### src/rtl/uart_rx_param_pkg.sv
`default_nettype none
// ============================================================================
// Module      : uart_rx_param_pkg
// Description : Shared definitions for the parametrised UART receiver:
//               parity mode encodings, receiver FSM state type and the
//               3-sample majority helper.
// Ports       : none (package)
// Revision    : 1.0 - initial release
// ============================================================================
package uart_rx_param_pkg;

    // Parity mode encodings used by the PARITY parameter
    localparam int c_par_none = 0;
    localparam int c_par_odd  = 1;
    localparam int c_par_even = 2;

    typedef enum logic [2:0] {
        ST_IDLE     = 3'd0,
        ST_START    = 3'd1,
        ST_DATA     = 3'd2,
        ST_PARITY   = 3'd3,
        ST_STOP     = 3'd4,
        ST_BRK_WAIT = 3'd5
    } rx_state_t;

    function automatic logic maj3(input logic a, input logic b, input logic c);
        return (a & b) | (a & c) | (b & c);
    endfunction

endpackage
`default_nettype wire

### src/rtl/uart_rx_param_baud_tick.sv
`default_nettype none
// ============================================================================
// Module      : uart_rx_param_baud_tick
// Description : Bit-period counter for the UART receiver. Restarts at 0,
//               counts while enabled and wraps at BIT_CNT-1. Emits strobes
//               at the three mid-bit sample points and at end of bit.
// Ports       : clk, n_rst       - clock, async active-low reset
//               restart          - clear the counter (start edge)
//               enable           - count this cycle
//               mid_lo/mid_c/mid_hi - count == HALF_CNT-1 / HALF_CNT / HALF_CNT+1
//               bit_end          - count == BIT_CNT-1
// Revision    : 1.0 - initial release
// ============================================================================
module uart_rx_param_baud_tick #(
    parameter int BIT_CNT = 16
) (
    input  logic clk,
    input  logic n_rst,
    input  logic restart,
    input  logic enable,
    output logic mid_lo,
    output logic mid_c,
    output logic mid_hi,
    output logic bit_end
);

    localparam int c_half  = BIT_CNT / 2;
    localparam int c_cnt_w = (BIT_CNT > 1) ? $clog2(BIT_CNT) : 1;

    localparam logic [c_cnt_w-1:0] c_mid_lo = c_cnt_w'(c_half - 1);
    localparam logic [c_cnt_w-1:0] c_mid_c  = c_cnt_w'(c_half);
    localparam logic [c_cnt_w-1:0] c_mid_hi = c_cnt_w'(c_half + 1);
    localparam logic [c_cnt_w-1:0] c_last   = c_cnt_w'(BIT_CNT - 1);
    localparam logic [c_cnt_w-1:0] c_one    = c_cnt_w'(1);

    logic [c_cnt_w-1:0] r_cnt;

    always_ff @(posedge clk or negedge n_rst) begin
        if (!n_rst) begin
            r_cnt <= '0;
        end else if (restart) begin
            r_cnt <= '0;
        end else if (enable) begin
            r_cnt <= (r_cnt == c_last) ? '0 : r_cnt + c_one;
        end
    end

    assign mid_lo  = enable && (r_cnt == c_mid_lo);
    assign mid_c   = enable && (r_cnt == c_mid_c);
    assign mid_hi  = enable && (r_cnt == c_mid_hi);
    assign bit_end = enable && (r_cnt == c_last);

endmodule
`default_nettype wire

### src/rtl/uart_rx_param.sv
`default_nettype none
// ============================================================================
// Module      : uart_rx_param
// Description : Parametrised UART receiver with 2-flop synchroniser,
//               3-sample majority vote, parity/framing error flags and a
//               valid/ready output register with sticky overrun.
//               Optional break detection is enabled by defining the macro
//               UART_RX_BREAK_DETECT_EN; otherwise break_det is tied 0 and an
//               all-zero line commits as data 0 with frame_err set.
// Ports       : clk, n_rst   - clock, async active-low reset
//               rx           - serial line (idle high, asynchronous)
//               rx_data      - received word, valid while rx_valid
//               rx_valid     - word held until consumed
//               rx_ready     - consumer accepts on rx_valid & rx_ready
//               parity_err   - parity mismatch on held word
//               frame_err    - a stop bit sampled 0 on held word
//               overrun      - a frame was lost while the word was held
//               busy         - FSM not idle
//               break_det    - one-cycle break pulse
// Revision    : 1.0 - initial release
// ============================================================================
module uart_rx_param
    import uart_rx_param_pkg::*;
#(
    parameter int CLK_HZ    = 50_000_000,
    parameter int BAUD      = 9600,
    parameter int DATA_BITS = 8,
    parameter int PARITY    = 0,
    parameter int STOP_BITS = 1
) (
    input  logic                 clk,
    input  logic                 n_rst,
    input  logic                 rx,
    output logic [DATA_BITS-1:0] rx_data,
    output logic                 rx_valid,
    input  logic                 rx_ready,
    output logic                 parity_err,
    output logic                 frame_err,
    output logic                 overrun,
    output logic                 busy,
    output logic                 break_det
);

    localparam int         c_bit_cnt   = CLK_HZ / BAUD;
    localparam logic [3:0] c_last_bit  = 4'(DATA_BITS - 1);
    localparam logic       c_last_stop = (STOP_BITS == 2);

    rx_state_t            r_state;
    logic                 r_sync1;
    logic                 r_rs;
    logic                 r_rs_d;
    logic                 r_s0;
    logic                 r_s1;
    logic [3:0]           r_bit_idx;
    logic                 r_stop_idx;
    logic [DATA_BITS-1:0] r_shift;
    logic                 r_par_err;
    logic                 r_frm_err;
    logic                 r_commit;

    logic w_start_edge;
    logic w_mid_lo;
    logic w_mid_c;
    logic w_vote_stb;
    logic w_bit_end;
    logic w_vote;
    logic w_par_exp;
    logic w_unused_bit_end;

    // ------------------------------------------------------------------
    // Synchroniser; r_rs_d gives the previous synced value for edge detect
    // ------------------------------------------------------------------
    always_ff @(posedge clk or negedge n_rst) begin
        if (!n_rst) begin
            r_sync1 <= 1'b1;
            r_rs    <= 1'b1;
            r_rs_d  <= 1'b1;
        end else begin
            r_sync1 <= rx;
            r_rs    <= r_sync1;
            r_rs_d  <= r_rs;
        end
    end

    // A start needs a genuine 1->0 transition, so a line left low after a
    // bad stop bit does not re-trigger a frame.
    assign w_start_edge = (r_state == ST_IDLE) && !r_rs && r_rs_d;

    uart_rx_param_baud_tick #(
        .BIT_CNT (c_bit_cnt)
    ) u_baud (
        .clk     (clk),
        .n_rst   (n_rst),
        .restart (w_start_edge),
        .enable  (busy),
        .mid_lo  (w_mid_lo),
        .mid_c   (w_mid_c),
        .mid_hi  (w_vote_stb),
        .bit_end (w_bit_end)
    );

    // Bit decisions are taken at mid-window, so end-of-bit is not needed here
    assign w_unused_bit_end = w_bit_end;

    // ------------------------------------------------------------------
    // Mid-bit samples; the third sample is the live value at vote time
    // ------------------------------------------------------------------
    always_ff @(posedge clk or negedge n_rst) begin
        if (!n_rst) begin
            r_s0 <= 1'b1;
            r_s1 <= 1'b1;
        end else begin
            if (w_mid_lo) r_s0 <= r_rs;
            if (w_mid_c)  r_s1 <= r_rs;
        end
    end

    assign w_vote = maj3(r_s0, r_s1, r_rs);

    always_comb begin
        w_par_exp = 1'b0;
        if (PARITY == c_par_odd)       w_par_exp = ~(^r_shift);
        else if (PARITY == c_par_even) w_par_exp = ^r_shift;
    end

`ifdef UART_RX_BREAK_DETECT_EN
    logic r_saw_one;
    logic r_break;
    logic w_break;

    // Any 1 vote since the start edge rules out a break
    always_ff @(posedge clk or negedge n_rst) begin
        if (!n_rst) begin
            r_saw_one <= 1'b0;
        end else if (w_start_edge) begin
            r_saw_one <= 1'b0;
        end else if (w_vote_stb && w_vote) begin
            r_saw_one <= 1'b1;
        end
    end

    assign w_break   = !r_stop_idx && !w_vote && !r_saw_one;
    assign break_det = r_break;
`else
    assign break_det = 1'b0;
`endif

    // ------------------------------------------------------------------
    // Receive FSM
    // ------------------------------------------------------------------
    always_ff @(posedge clk or negedge n_rst) begin
        if (!n_rst) begin
            r_state    <= ST_IDLE;
            r_bit_idx  <= '0;
            r_stop_idx <= 1'b0;
            r_shift    <= '0;
            r_par_err  <= 1'b0;
            r_frm_err  <= 1'b0;
            r_commit   <= 1'b0;
`ifdef UART_RX_BREAK_DETECT_EN
            r_break    <= 1'b0;
`endif
        end else begin
            r_commit <= 1'b0;
`ifdef UART_RX_BREAK_DETECT_EN
            r_break  <= 1'b0;
`endif
            case (r_state)
                ST_IDLE: begin
                    if (w_start_edge) begin
                        r_state    <= ST_START;
                        r_bit_idx  <= '0;
                        r_stop_idx <= 1'b0;
                        r_par_err  <= 1'b0;
                        r_frm_err  <= 1'b0;
                    end
                end
                ST_START: begin
                    // A start bit that votes 1 was a glitch
                    if (w_vote_stb) r_state <= w_vote ? ST_IDLE : ST_DATA;
                end
                ST_DATA: begin
                    if (w_vote_stb) begin
                        r_shift <= {w_vote, r_shift[DATA_BITS-1:1]};
                        if (r_bit_idx == c_last_bit) begin
                            r_state <= (PARITY != c_par_none) ? ST_PARITY : ST_STOP;
                        end else begin
                            r_bit_idx <= r_bit_idx + 4'd1;
                        end
                    end
                end
                ST_PARITY: begin
                    if (w_vote_stb) begin
                        r_par_err <= (w_vote != w_par_exp);
                        r_state   <= ST_STOP;
                    end
                end
                ST_STOP: begin
                    if (w_vote_stb) begin
                        if (!w_vote) r_frm_err <= 1'b1;
`ifdef UART_RX_BREAK_DETECT_EN
                        if (w_break) begin
                            r_break <= 1'b1;
                            r_state <= ST_BRK_WAIT;
                        end else
`endif
                        if (r_stop_idx == c_last_stop) begin
                            // Straight back to IDLE so a following start bit
                            // with no idle gap is still caught
                            r_commit <= 1'b1;
                            r_state  <= ST_IDLE;
                        end else begin
                            r_stop_idx <= 1'b1;
                        end
                    end
                end
`ifdef UART_RX_BREAK_DETECT_EN
                ST_BRK_WAIT: begin
                    if (r_rs) r_state <= ST_IDLE;
                end
`endif
                default: r_state <= ST_IDLE;
            endcase
        end
    end

    assign busy = (r_state != ST_IDLE);

    // ------------------------------------------------------------------
    // Output register and handshake. A commit while an unconsumed word is
    // held drops the new frame and flags overrun against the held word.
    // ------------------------------------------------------------------
    always_ff @(posedge clk or negedge n_rst) begin
        if (!n_rst) begin
            rx_data    <= '0;
            rx_valid   <= 1'b0;
            parity_err <= 1'b0;
            frame_err  <= 1'b0;
            overrun    <= 1'b0;
        end else if (r_commit) begin
            if (rx_valid && !rx_ready) begin
                overrun <= 1'b1;
            end else begin
                rx_data    <= r_shift;
                rx_valid   <= 1'b1;
                parity_err <= r_par_err;
                frame_err  <= r_frm_err;
                overrun    <= 1'b0;
            end
        end else if (rx_valid && rx_ready) begin
            rx_valid   <= 1'b0;
            parity_err <= 1'b0;
            frame_err  <= 1'b0;
            overrun    <= 1'b0;
        end
    end

endmodule
`default_nettype wire

### config.mk
export PLATFORM = sky130hd
export DESIGN_NAME = uart_rx_param
export DESIGN_NICKNAME = d
export VERILOG_FILES = /design/src/rtl/uart_rx_param_pkg.sv /design/src/rtl/uart_rx_param_baud_tick.sv /design/src/rtl/uart_rx_param.sv
export SDC_FILE = /design/constraint.sdc
export NUM_CORES = 1
export LEC_CHECK = 0
export CAP_MARGIN = 20
export CORE_MARGIN = 5
export CORE_UTILIZATION = 24
export DETAILED_ROUTE_END_ITERATION = 8
export GPL_ROUTABILITY_DRIVEN = 0
export GPL_TIMING_DRIVEN = 0
export HOLD_SLACK_MARGIN = 0.02
export PLACE_DENSITY_LB_ADDON = 0.2
export SLEW_MARGIN = 10
export SYNTH_ARGS = -nofsm -noshare
export SYNTH_HDL_FRONTEND = slang
export SYNTH_HIERARCHICAL = 1
export SYNTH_SLANG_ARGS = --single-unit
### constraint.sdc
create_clock -name clk -period 4.1 [get_ports clk]
set_clock_uncertainty 0.1 [all_clocks]
set_input_delay 0.82 -clock clk [delete_from_list [all_inputs] [get_ports clk]]
set_output_delay 0.82 -clock clk [all_outputs]
set_load 0.01 [all_outputs]
==> results.yml <==
outcome:
  status: "complete, no violations"
finish:
  final_common_cell: "dfrtp_1"
  fillCellCount: 1073
  final-seq-area_sq_um: 1207
  layout_common_cells: "dfrtp_1 (43), mux2_2 (18), clkdlybuf4s50_1 (15)"
  multi_input_area_sq_um: 1145
  drive_gt1_share_pct: 24.79
  antenna_cells: 0
  nets: 241
  syn2layout_area_growth_pct: 18.68
sta:
  post-route-min-period_ns: 3.185
  relSlewSlack_pct: 65.55
  finalHoldViolCount: 0
  finalMaxSlewViolations: 0
  totalNegativeSetupSlack_ns: 0
  fin_crit_sh_pct: 77.69
  setup_ws_ns: 0.9147
  max_clock_freq_mhz: 313.9
  worst_pin_slew_ns: 0.5150
  rsz0062_at_grt: "false"
  setup_violations: 0
grt:
  grt_pass1_wl_mm: 8.514
  track_usage_pct: 8.286
  grt_pass1_vias: 1727
  grt_overflow_total: 0
  grt_max_degree: 29
  antenna_found_initial: 0
pwr:
  max-vdd-ir-drop_mv: 0.1317
  p_per_area_nw_per_um2: 381.2
  p_seq_share_pct: 49.3
  pwr-share-comb_pct: 18.5
  p_clk_share_pct: 32.2
  p_int_mw: 0.7686
  p_leak_nw: 1.256
  switching_power_mw: 0.3465
  power_mw: 1.115
  p_sw_share_pct: 31.08
floorplanning:
  fp-row-count: 37
  die-area_sq_um: 12400
  die_w_microns: 111.3
  die_h_microns: 111.3
  ioPinCount: 18
  start_util_pct: 24.20
  core_area_sq_um: 10180
yosys:
  netlist_area_sq_um: 2465
  syn-instance-count: 209
  syn-num-nets: 217
  syn_area_per_cell_sq_um: 11.79
  yosys_warnings: 6
setup_path:
  crit_path_cell_trace: "buf_2, or3_1, or4b_1, nor4_2, and3_1, nor4bb_4, buf_6, mux2_2"
  end_kind: "register"
  reg2reg_slack_ns: 0.91
  crit_path_start_kind: "register"
  worstPathArrival_ns: 3.29
  crit_required_ns: 4.20
  path_max_fanout: 10
  crit_family: "simple AND/OR/NAND/NOR gates"
  cp_slowest_cell: "or4b_1"
  crit_buf_inv: 2
  cpPeakStageDelay_ns: 0.49
  path_class: "reg2reg"
route:
  drt_iter0_drc: 72
  ant_nets: 0
  drt-total-wl_mm: 4.874
  routedWlPerCell_microns: 13.17
  routed_via_density: 4.554
  route.detailed.drc: 0
  drt_first_pass_iters: 4
  vias: 1685
clock_tree:
  clock_path_buffers: 2
  post_cts_buffers: 0
  hold_buffers: 0
  cts_tree: "yes"
  htree_num_levels: 2
  cts.sinks: 48
  cts_buffers: 5
  clk_pin_slew_ns: 0.10
  insertion_delay_ns: 0.31
  cts-root-buf: "clkbuf_8"
  cts_resized: 0
placement:
  post-place-ws_ns: 0.9061
  io_buffer_count: 16
  dp_hpwl_mm: 3.498
flow_run:
  cap_viol_max_count: 0
worst_hold_path:
  hp-class: "reg2reg"
[path summary, 6_finish.rpt]
| kind | start | endpoint | cells past startpoint |
|---|---|---|---|
| max | r_state[1]$_DFFE_PN0P_ | r_shift[6]$_DFFE_PN0P_ | 8 |
| min | r_sync1$_DFF_PN1_ | r_rs$_DFF_PN1_ | 0 |
| max reg2reg | r_state[1]$_DFFE_PN0P_ | r_shift[6]$_DFFE_PN0P_ | 8 |
| min reg2reg | r_sync1$_DFF_PN1_ | r_rs$_DFF_PN1_ | 0 |
| max in group asynchronous | n_rst | r_s0$_DFFE_PN1P_ | 2 |
| min in group asynchronous | n_rst | rx_data[5]$_DFFE_PN0P_ | 1 |
[metrics by stage]
stage                     cells  hold slack, ns  utilization (%)  area [sq um]
final                       370          0.2611            28.72          2925
after global routing        370          0.2687            28.72          2925
after global placement      361          0.2462            27.44          2795
after CTS                   370          0.2627            28.72          2925
after detailed placement    362          0.2475            27.59          2810
after floorplan             209          0.2452                -          2465
[metal layers]
| layer | track usage [%] | vias to the layer above | wire (microns) |
|---|---|---|---|
| met5 | 0 | - | 0 |
| met4 | 3.406 | 0 | 48 |
| met3 | 1.848 | 2 | 150 |
| met2 | 13.51 | 25 | 2316 |
| met1 | 10.65 | 829 | 2358 |
| li1 | - | 829 | - |
[flip-flops by register name (all words and copies together) (netlist names)]
signal / count
r_rs: 1
r_rs_d: 1
r_bit_idx: 4
overrun: 1
r_state: 3
r_frm_err: 1
r_commit: 1
r_s0: 1
rx_valid: 1
frame_err: 1
r_shift: 8
r_sync1: 1
u_baud/r_cnt: 13
r_s1: 1
rx_data: 8
parity_err: 1
r_par_err: 1
[cell type report]
type	instances	share of cell area [%]
sequential	48	41.27
inverter	10	1.283
tap	136	5.817
multi-input combinational	140	39.14
clock buffer	5	2.352
clock inverter	3	1.583
timing repair buffer	17	5.988
buffer	11	2.566
[power by group through the flow]
stage | Clock [mW] | Sequential, mW | Combinational (mW)
after floorplan | 0 | 0.549 | 0.156
after global placement | 0 | 0.558 | 0.204
after detailed placement | 0 | 0.559 | 0.208
after CTS | 0.378 | 0.550 | 0.208
after global routing | 0.398 | 0.557 | 0.231
final | 0.360 | 0.550 | 0.206
[worst reg2reg max path, stage by stage (launching register included)]
cell,delay [ns]
dfrtp_1,0.38
buf_2,0.22
or3_1,0.27
or4b_1,0.49
nor4_2,0.37
and3_1,0.39
nor4bb_4,0.34
buf_6,0.20
mux2_2,0.34
Note: power is estimated with default switching activity, not from simulation.
